===== config.mk =====
export PLATFORM = sky130hd
export DESIGN_NAME = hit_arbiter
export DESIGN_NICKNAME = d
export VERILOG_FILES = /design/src/rtl/hit_arbiter.sv
export SDC_FILE = /design/constraint.sdc
export NUM_CORES = 1
export LEC_CHECK = 0
export CORE_UTILIZATION = 46
export DETAILED_ROUTE_END_ITERATION = 10
export GPL_TIMING_DRIVEN = 0
export PLACE_DENSITY = 0.84
export SYNTH_ARGS = -nofsm -noshare
export SYNTH_HDL_FRONTEND = slang
export SYNTH_SLANG_ARGS = --single-unit

===== constraint.sdc =====
create_clock -name CLOCK -period 3.65 [get_ports CLOCK]
set_input_delay 1.095 -clock CLOCK [delete_from_list [all_inputs] [get_ports CLOCK]]
set_output_delay 1.095 -clock CLOCK [all_outputs]
set_load 0.01 [all_outputs]

===== src/rtl/hit_arbiter.sv =====
// hit_arbiter: round-robin merge of NREQ first-word-fall-through hit FIFOs
// onto one registered hit bus, with end-of-event (EE) merging.
//   CLOCK, RESET       clock (rising edge), synchronous active-high reset
//   REQ_VALID/EE/DIN   per-requester FIFO head: valid, EE marker, hit word
//   REQ_ACK            one-hot combinational pop strobe
//   HOLD               downstream back-pressure; blocks grants and EE emission
//   DOUT, DOUT_ID      registered hit word and source index (EE: count and 0)
//   DOUT_CE, DOUT_EE   registered one-cycle hit / merged-EE strobes
module hit_arbiter #(
  parameter int HITBITS = 10,
  parameter int NREQ    = 4,
  parameter int IDBITS  = 2
) (
  input  logic                      CLOCK,
  input  logic                      RESET,
  input  logic [NREQ-1:0]           REQ_VALID,
  input  logic [NREQ-1:0]           REQ_EE,
  input  logic [NREQ*HITBITS-1:0]   REQ_DIN,
  output logic [NREQ-1:0]           REQ_ACK,
  input  logic                      HOLD,
  output logic [HITBITS-1:0]        DOUT,
  output logic [IDBITS-1:0]         DOUT_ID,
  output logic                      DOUT_CE,
  output logic                      DOUT_EE
);

  typedef enum logic {ARB, EMIT} state_t;

  state_t              state, state_next;
  logic [IDBITS-1:0]   ptr;
  logic [NREQ-1:0]     ee_seen;
  logic [HITBITS-1:0]  count;

  logic                found;
  logic [IDBITS-1:0]   gidx;
  logic [NREQ-1:0]     gonehot;
  logic                gee;
  logic [HITBITS-1:0]  gdin;
  logic                grant;
  logic                emit;

  // Rotating priority done as two passes so every index is a loop constant:
  // first eligible at or above ptr, otherwise the lowest eligible overall.
  always_comb begin
    found   = 1'b0;
    gidx    = '0;
    gonehot = '0;
    gee     = 1'b0;
    gdin    = '0;
    for (int unsigned i = 0; i < NREQ; i++) begin
      if (!found && REQ_VALID[i] && !ee_seen[i] && i >= 32'(ptr)) begin
        found      = 1'b1;
        gidx       = IDBITS'(i);
        gonehot[i] = 1'b1;
        gee        = REQ_EE[i];
        gdin       = REQ_DIN[i*HITBITS +: HITBITS];
      end
    end
    for (int unsigned i = 0; i < NREQ; i++) begin
      if (!found && REQ_VALID[i] && !ee_seen[i]) begin
        found      = 1'b1;
        gidx       = IDBITS'(i);
        gonehot[i] = 1'b1;
        gee        = REQ_EE[i];
        gdin       = REQ_DIN[i*HITBITS +: HITBITS];
      end
    end
  end

  // State register
  always_ff @(posedge CLOCK) begin
    if (RESET) state <= ARB;
    else       state <= state_next;
  end

  // Next state: EMIT exactly while the registered ee_seen is all ones
  always_comb begin
    state_next = state;
    case (state)
      ARB:  if (grant && gee && ((ee_seen | gonehot) == '1)) state_next = EMIT;
      EMIT: if (!HOLD) state_next = ARB;
      default: state_next = ARB;
    endcase
  end

  // Outputs of the FSM: grant / emit qualifiers and the pop strobe
  always_comb begin
    grant   = found && (state == ARB) && !HOLD && !RESET;
    emit    = (state == EMIT) && !HOLD;
    REQ_ACK = grant ? gonehot : '0;
  end

  always_ff @(posedge CLOCK) begin
    if (RESET) begin
      ptr     <= '0;
      ee_seen <= '0;
      count   <= '0;
      DOUT    <= '0;
      DOUT_ID <= '0;
      DOUT_CE <= 1'b0;
      DOUT_EE <= 1'b0;
    end else begin
      DOUT_CE <= 1'b0;
      DOUT_EE <= 1'b0;
      if (grant) begin
        if (32'(gidx) == NREQ - 1) ptr <= '0;
        else                       ptr <= gidx + 1'b1;
        if (gee) begin
          ee_seen <= ee_seen | gonehot;
        end else begin
          DOUT    <= gdin;
          DOUT_ID <= gidx;
          DOUT_CE <= 1'b1;
          if (count != '1) count <= count + 1'b1;
        end
      end
      if (emit) begin
        DOUT    <= count;
        DOUT_ID <= '0;
        DOUT_EE <= 1'b1;
        ee_seen <= '0;
        count   <= '0;
      end
    end
  end

endmodule


# Word level (Yosys, flattened, before mapping)
# Cells that the tools add are included.
[op_classes]
bitwise_logic = 4
muxes = 48
n_lt_le_gt_ge = 3
eq_ne = 4
addsub = 2
n_reduce_logical = 44
[ops]
columns = ["op", "n"]
rows = [
  ["two-way mux 10 bit", 11],
  ["two-way mux 1 bit", 28],
  ["logical AND 1 bit", 24],
  ["two-way mux 2 bit", 7],
  ["logical NOT 1 bit", 13],
  ["adder 10 x 1 -> 10 bit (second input constant)", 1],
  ["inequality test 10 bit (second input constant)", 1],
  ["AND reduction 2 bit", 3],
  ["== test 4 bit (second input constant)", 1],
  [">= comparator 1 x 2 -> 1 bit (first input constant)", 2],
  ["two-way mux 4 bit", 1],
  ["bitwise OR 4 bit", 1],
  ["OR reduction 2 bit", 2],
  ["NOT 1 bit", 3],
  ["AND reduction 3 bit", 1],
  ["adder 2 x 1 -> 2 bit (second input constant)", 1],
  ["== test 2 bit (second input constant)", 1],
  [">= comparator 2 bit (first input constant)", 1],
  ["inequality test 2 x 1 -> 1 bit (second input constant)", 1],
  ["case mux 1 bit (2 select lines)", 1],
  ["nonzero test 2 bit", 1],
]
[word_totals]
ff_bits = 31
output_inout_bits = 18
elab_cells = 113

# Longest topological paths before layout
# Gate-level depths: netlist of run 1.
[depth]
word_depth = 41
depth_mapped = 9

# Worst setup path after synthesis of run 1
# Ideal clock, no wire load.
[synth_timing]
path_type = "input to output"
from = "input port REQ_VALID[3]"
to = "output port REQ_ACK[0]"
arrival_ns = 2.394
path_buffers = 2
required_time_ns = 2.555
stages = 7
slack_ns = 0.161
cell_sequence = "nor2b_1 -> clkbuf_1 -> a21oi_1 -> clkbuf_1 -> and3_1 -> nor2_1 -> nor2_1"
[synth_via]
elab_chain_cells = 23
word_cells_on_any_way = 24
classes_between = "mux (7); reduce/logical (17)"
[synth_rtl]
columns = ["item", "line_no", "source"]
rows = [
  ["start, declared", "16", "input logic [NREQ-1:0] REQ_VALID,"],
  ["logical AND 1 bit (2 in a row)", "51", "if (!found && REQ_VALID[i] && !ee_seen[i] && i >= 32'(ptr)) begin"],
  ["two-way mux 1 bit", "51", ""],
  ["logical NOT 1 bit", "60", "if (!found && REQ_VALID[i] && !ee_seen[i]) begin"],
  ["logical AND 1 bit (2 in a row)", "60", ""],
  ["two-way mux 1 bit", "60", ""],
  ["logical NOT 1 bit", "60", ""],
  ["logical AND 1 bit (2 in a row)", "60", ""],
  ["two-way mux 1 bit", "60", ""],
  ["logical NOT 1 bit", "60", ""],
  ["logical AND 1 bit (2 in a row)", "60", ""],
  ["two-way mux 1 bit", "60", ""],
  ["logical NOT 1 bit", "60", ""],
  ["logical AND 1 bit (2 in a row)", "60", ""],
  ["two-way mux 1 bit", "60", ""],
  ["logical AND 1 bit (3 in a row)", "88", "grant = found && (state == ARB) && !HOLD && !RESET;"],
  ["two-way mux 4 bit *", "90", "REQ_ACK = grant ? gonehot : '0;"],
  ["end, declared", "19", "output logic [NREQ-1:0] REQ_ACK,"],
]
# Every way passes the cells marked *; elsewhere a longest branch is shown, timed or not.

# Worst setup path in the final report of run 1
# Ends and elaborated chain as after synthesis.

==> results of run 1 <==
[final timing paths]
kind                     end         start  cells past startpoint
hold / removal    DOUT_ID[1]    DOUT_ID[1]                      2
hold reg to reg   DOUT_ID[1]    DOUT_ID[1]                      2
setup reg to reg     DOUT[9]    ee_seen[0]                      9
setup / recovery  REQ_ACK[0]  REQ_VALID[3]                      9
[cell usage after synthesis (2+ instances only)]
cell	instances	area [um2]
nand2b_1	9	56.3
a211oi_1	3	22.5
a21oi_1	14	70.1
nand4_1	5	31.3
nor2_1	14	52.6
o21ai_0	20	100
a222oi_1	5	50.1
inv_1	2	7.51
a22oi_1	4	30.0
a22o_1	3	26.3
nor2b_1	7	43.8
a31o_2	6	52.6
buf_4	2	15.0
nor3_1	8	40.0
nand2_1	52	195
nand3_1	9	45.0
clkbuf_1	10	37.5
dfxtp_1	31	621
and2_1	3	18.8
buf_2	3	15.0
and3_1	4	25.0
o211a_1	4	40.0
and4_1	2	17.5
a221oi_1	6	52.6
mux2i_1	8	80.1
a21o_1	2	15.0
o22ai_1	9	56.3
nand4b_1	4	35.0
[worst max-delay path, stage by stage]
cell             delay, ps
dlygate4sd2_1          260
nor2b_1                140
clkbuf_8               150
a21oi_4                130
clkbuf_8               160
and3_4                 200
nor2_4                  50
nor2_1                  80
clkdlybuf4s15_2        220
[cells by family after synthesis]
group                    synth area share, %
multiplexers                            3.92
AND/OR/NAND/NOR                         29.9
adder cells (fa/ha/maj)                0.612
AO/OA/AOI/OAI                           31.5
buffers and inverters                   3.67
flip-flops                              30.4
[routing by layer]
metal,track usage [%],wire length [um]
met5,0,0
met4,21.1,357
met3,8.39,854
met2,55.3,3470
met1,43.9,3070
[cell type report]
cell class	count	share of cell area, %
sequential	31	19.8
clock inverter	1	0.239
tap	50	1.99
clock buffer	7	3.07
inverter	2	0.239
multi-input combinational	219	47.7
buffer	13	2.75
timing repair buffer	80	24.3
[through the flow]
stage	worst slack (ps)	util [%]	hold slack [ps]
after floorplan	161	-	450
after global placement	-1130	67.3	457
after detailed placement	-1130	67.3	458
after CTS	103	75.7	470
after global routing	8.87	75.8	483
final	69.2	75.8	470
[sequential cells by signal, indices dropped and copies added (netlist names)]
signal and cells:
DOUT 10, count 10, ee_seen 4, DOUT_ID 2, ptr 2, DOUT_CE 1, DOUT_EE 1, state 1
[power breakdown]
group | internal, mW | switching, mW | total, mW
sequential | 0.363 | 0.0203 | 0.383
clock | 0.172 | 0.135 | 0.307
combinational | 0.187 | 0.189 | 0.377
total | 0.722 | 0.345 | 1.07
[repair_timing]
item | in CTS | in global routing
gates resized for setup | 53 | 5
cloned | 0 | 0
pin swaps | 7 | 0
setup endpoints to repair | 4 | 2
setup buffers | 12 | 0
==> flow_summary.yaml, run 1 <==
sta:
  fin_tns_setup_ps: 0
  tightest_slew_ps: 632
  rsz0062_at_grt: "false"
  max_slew_margin_pct: 57.9
  fmaxAchievable_mhz: 279
  setup_viol: 0
  period_needed_ps: 3580
  post-route-period-util_pct: 98.1
  clock-skew-final_ps: 6.90
  hold_violations: 0
  drv_slew: 0
finish:
  fill_cells: 306
  antenna_cells: 0
  final_area_um2: 3140
  seq_area_um2: 621
  drive_above_1_share_pct: 17.0
  final_cell_mix: "clkdlybuf4s50_1, nand2_1, dfxtp_1, o21ai_0, buf_4"
  synthToLayoutAreaGrowth_pct: 53.7
  layout.cells.non_filler: 403
  final_common_cell: "clkdlybuf4s50_1"
  multiInputGateArea_um2: 1500
  final_nets: 404
synthesis:
  async_reset_ff_share_pct: 0
  yosys_warnings: 0
  synthFlopType: "dfxtp_1"
  synth_edf_count: 0
  syn_area_um2: 2040
  syn_inst: 267
  syn-num-nets: 319
  synth_area_per_cell_um2: 7.66
  synth.yosys.seq_area_share_pct: 30.4
  ys_types: 46
  synth-seq-cells: 31
global_routing:
  grt_pass1_vias: 2476
  overflow: 0
  grt_pass1_wl_um: 12100
  antenna_found_initial: 0
  grt.total_usage_pct: 35.4
  grt_max_degree: 11
placement:
  hpwl_um: 5200
  dpl-instance-area_um2: 2790
  place_congestion: 0.900
  io_buffers: 68
  numPlacedInstances: 385
drt:
  drc: 0
  ant_nets: 0
  vias: 2625
  drtIter0Drc: 319
  viasPerCell: 6.51
  first_pass_iters: 5
  wl_per_cell_um: 19.2
  drt-total-wl_um: 7750
die:
  pin_count: 69
  core_um2: 4140
  rows: 23
  die_h_um: 68.7
  design.die.area_um2: 4710
  die_w_um: 68.7
  start_util_pct: 49.3
clocking:
  clock_path_buffers: 2
  insertion_delay_ps: 280
  htree_num_levels: 2
  ctsHoldBuffers: 0
  numCtsBuffers: 5
  cts_tree: "yes"
  cts.sinks: 31
  path_clk_slew_ps: 60
  cts-root-buf: "clkbuf_8"
worst_setup_path:
  crit_path_start_kind: "input port"
  end_kind: "output port"
  r2r_setup_slack_ps: 1210
  required_ps: 2550
  critPathArrivalTime_ps: 2490
  path_max_fanout: 4
  crit_type: "in -> out"
power_and_ir_drop:
  p_leak_nw: 1.19
  powerDensity_nw_per_um2: 339
  power.total_mw: 1.07
  vdd_drop_max_v: 0.000347
run:
  cap_viol_max_count: 0
worst_hold_path:
  hold_class: "reg -> reg"
outcome:
  status: "finished clean"
(Power assumes the default switching activity.)
==> inputs of run 2 (changes only) <==
CORE_UTILIZATION = 35   (was 46)
PLACE_DENSITY = 0.67   (was 0.84)
==> flow_summary.yaml, run 2 (synthesis results as in run 1) <==
sta:
  clock-skew-final_ps: 4.05
  hold_ws_ps: 476
  hold_violations: 0
  post-route-period-util_pct: 97.1
  setup_viol: 0
  fmaxAchievable_mhz: 282
  tightest_slew_ps: 679
  drv_slew: 0
  period_needed_ps: 3540
  max_slew_margin_pct: 54.3
  rsz0062_at_grt: "false"
die:
  die_w_um: 78.4
  core_um2: 5570
  start_util_pct: 36.7
  die_h_um: 78.4
  pin_count: 69
  design.die.area_um2: 6150
  rows: 27
global_routing:
  grt.total_usage_pct: 27.3
  antenna_found_initial: 0
  grt_pass1_wl_um: 13000
  overflow: 0
  grt_pass1_vias: 2596
  grt_max_degree: 11
finish:
  drive_above_1_share_pct: 18.5
  final_nets: 409
  reg_top3: "DOUT: 10 flops, count: 10 flops, ee_seen: 4 flops"
  final_common_cell: "clkdlybuf4s50_1"
  antenna_cells: 0
  synthToLayoutAreaGrowth_pct: 56.6
  final_cell_mix: "clkdlybuf4s50_1, nand2_1, dfxtp_1, buf_4, o21ai_0"
  utilization_pct: 57.4
  final_area_um2: 3200
clocking:
  ctsHoldBuffers: 0
  numCtsBuffers: 5
  clock_path_buffers: 2
  insertion_delay_ps: 280
  htree_num_levels: 2
  cts.sinks: 31
  path_clk_slew_ps: 70
  cts-root-buf: "clkbuf_8"
  cts_tree: "yes"
worst_setup_path:
  path_max_fanout: 10
  critPathArrivalTime_ps: 2450
  crit_path_start_kind: "input port"
  crit_type: "in -> out"
  end_kind: "output port"
  required_ps: 2550
drt:
  ant_nets: 0
  vias: 2601
  drtIter0Drc: 232
  drt-total-wl_um: 8040
  viasPerCell: 6.06
  drc: 0
  wl_per_cell_um: 18.7
  first_pass_iters: 5
power_and_ir_drop:
  p_clk_share_pct: 30.1
  p_leak_nw: 1.24
  switching_share_pct: 31.2
  comb_power_share_pct: 35.0
  vdd_drop_max_v: 0.000211
  powerDensity_nw_per_um2: 344
  p_sw_mw: 0.343
  pwr-share-seq_pct: 34.9
  power.total_mw: 1.10
  p_int_mw: 0.758
worst_hold_path:
  hold_class: "reg -> reg"
placement:
  place_congestion: 0.960
  hpwl_um: 5450
  dpl-instance-area_um2: 2820
  io_buffers: 68
outcome:
  status: "finished clean"
run:
  cap_viol_max_count: 0
==> run 2: cell count changes in the layout (fill, tap and decap cells not counted), sizes merged <==
| cell | delta |
|---|---|
| clkdlybuf4s50 | +1 |
| clkdlybuf4s15 | -4 |
| clkbuf | -2 |
| dlymetal6s2s | +2 |
| clkinvlp | -1 |
| bufinv | +1 |
| buf | +9 |
| dlygate4sd2 | -2 |
==> run 2: through the flow <==
| step | TNS [ps] | instances | setup slack (ps) |
|---|---|---|---|
| after global placement | -4190 | 407 | -1210 |
| after detailed placement | -4230 | 407 | -1190 |
| after global routing | 0 | 429 | 22.1 |
| after floorplan | 0 | 267 | 161 |
| final | 0 | 429 | 106 |
| after CTS | 0 | 429 | 30.7 |
==> run 2: critical path, stage by stage <==
cell	delay, ps
clkdlybuf4s50_1	550
nor3_2	260
o21ai_2	130
clkbuf_8	180
nor2b_1	100
buf_2	130
==> run 2: metal layers <==
metal / GRT usage (%) / up-vias / part of all wire, %
li1: - / 1193 / -
met1: 34.2 / 1223 / 42
met2: 44.3 / 163 / 46
met3: 5.81 / 22 / 9.7
met4: 13.0 / 0 / 2.7
met5: 0 / - / 0
==> run 2: what timing repair did <==
action | in CTS | in global routing
setup endpoints to repair | 4 | 4
gates resized for setup | 59 | 3
hold endpoints to repair | 0 | 0
setup buffers | 17 | 0
pin swaps | 6 | 1
==> run 2: final timing paths <==
kind	start	to	slack, ps	depth (start not counted)
max reg2reg	ptr[1]	DOUT[0]	940	11
max	RESET	REQ_ACK[2]	110	6
min reg2reg	DOUT_ID[1]	DOUT_ID[1]	480	2
min	DOUT_ID[1]	DOUT_ID[1]	480	2
==> run 2: cell type report <==
type | count | area, um2
flip-flops and latches | 31 | 621
well taps | 72 | 90.1
clock inverters | 1 | 30.0
plain buffers | 13 | 92.6
clock buffers | 6 | 72.6
inverters | 2 | 7.51
fillers | 498 | 2370
multi-input cells | 219 | 1490
repair buffers | 85 | 803
==> run 2: power groups by stage <==
stage	Combinational, mW	Sequential [mW]	Clock, mW
2_1_floorplan	0.163	0.393	0
3_3_place_gp	0.313	0.389	0
3_5_place_dp	0.316	0.390	0
4_1_cts	0.374	0.383	0.336
5_1_grt	0.411	0.387	0.352
6_report	0.386	0.384	0.331
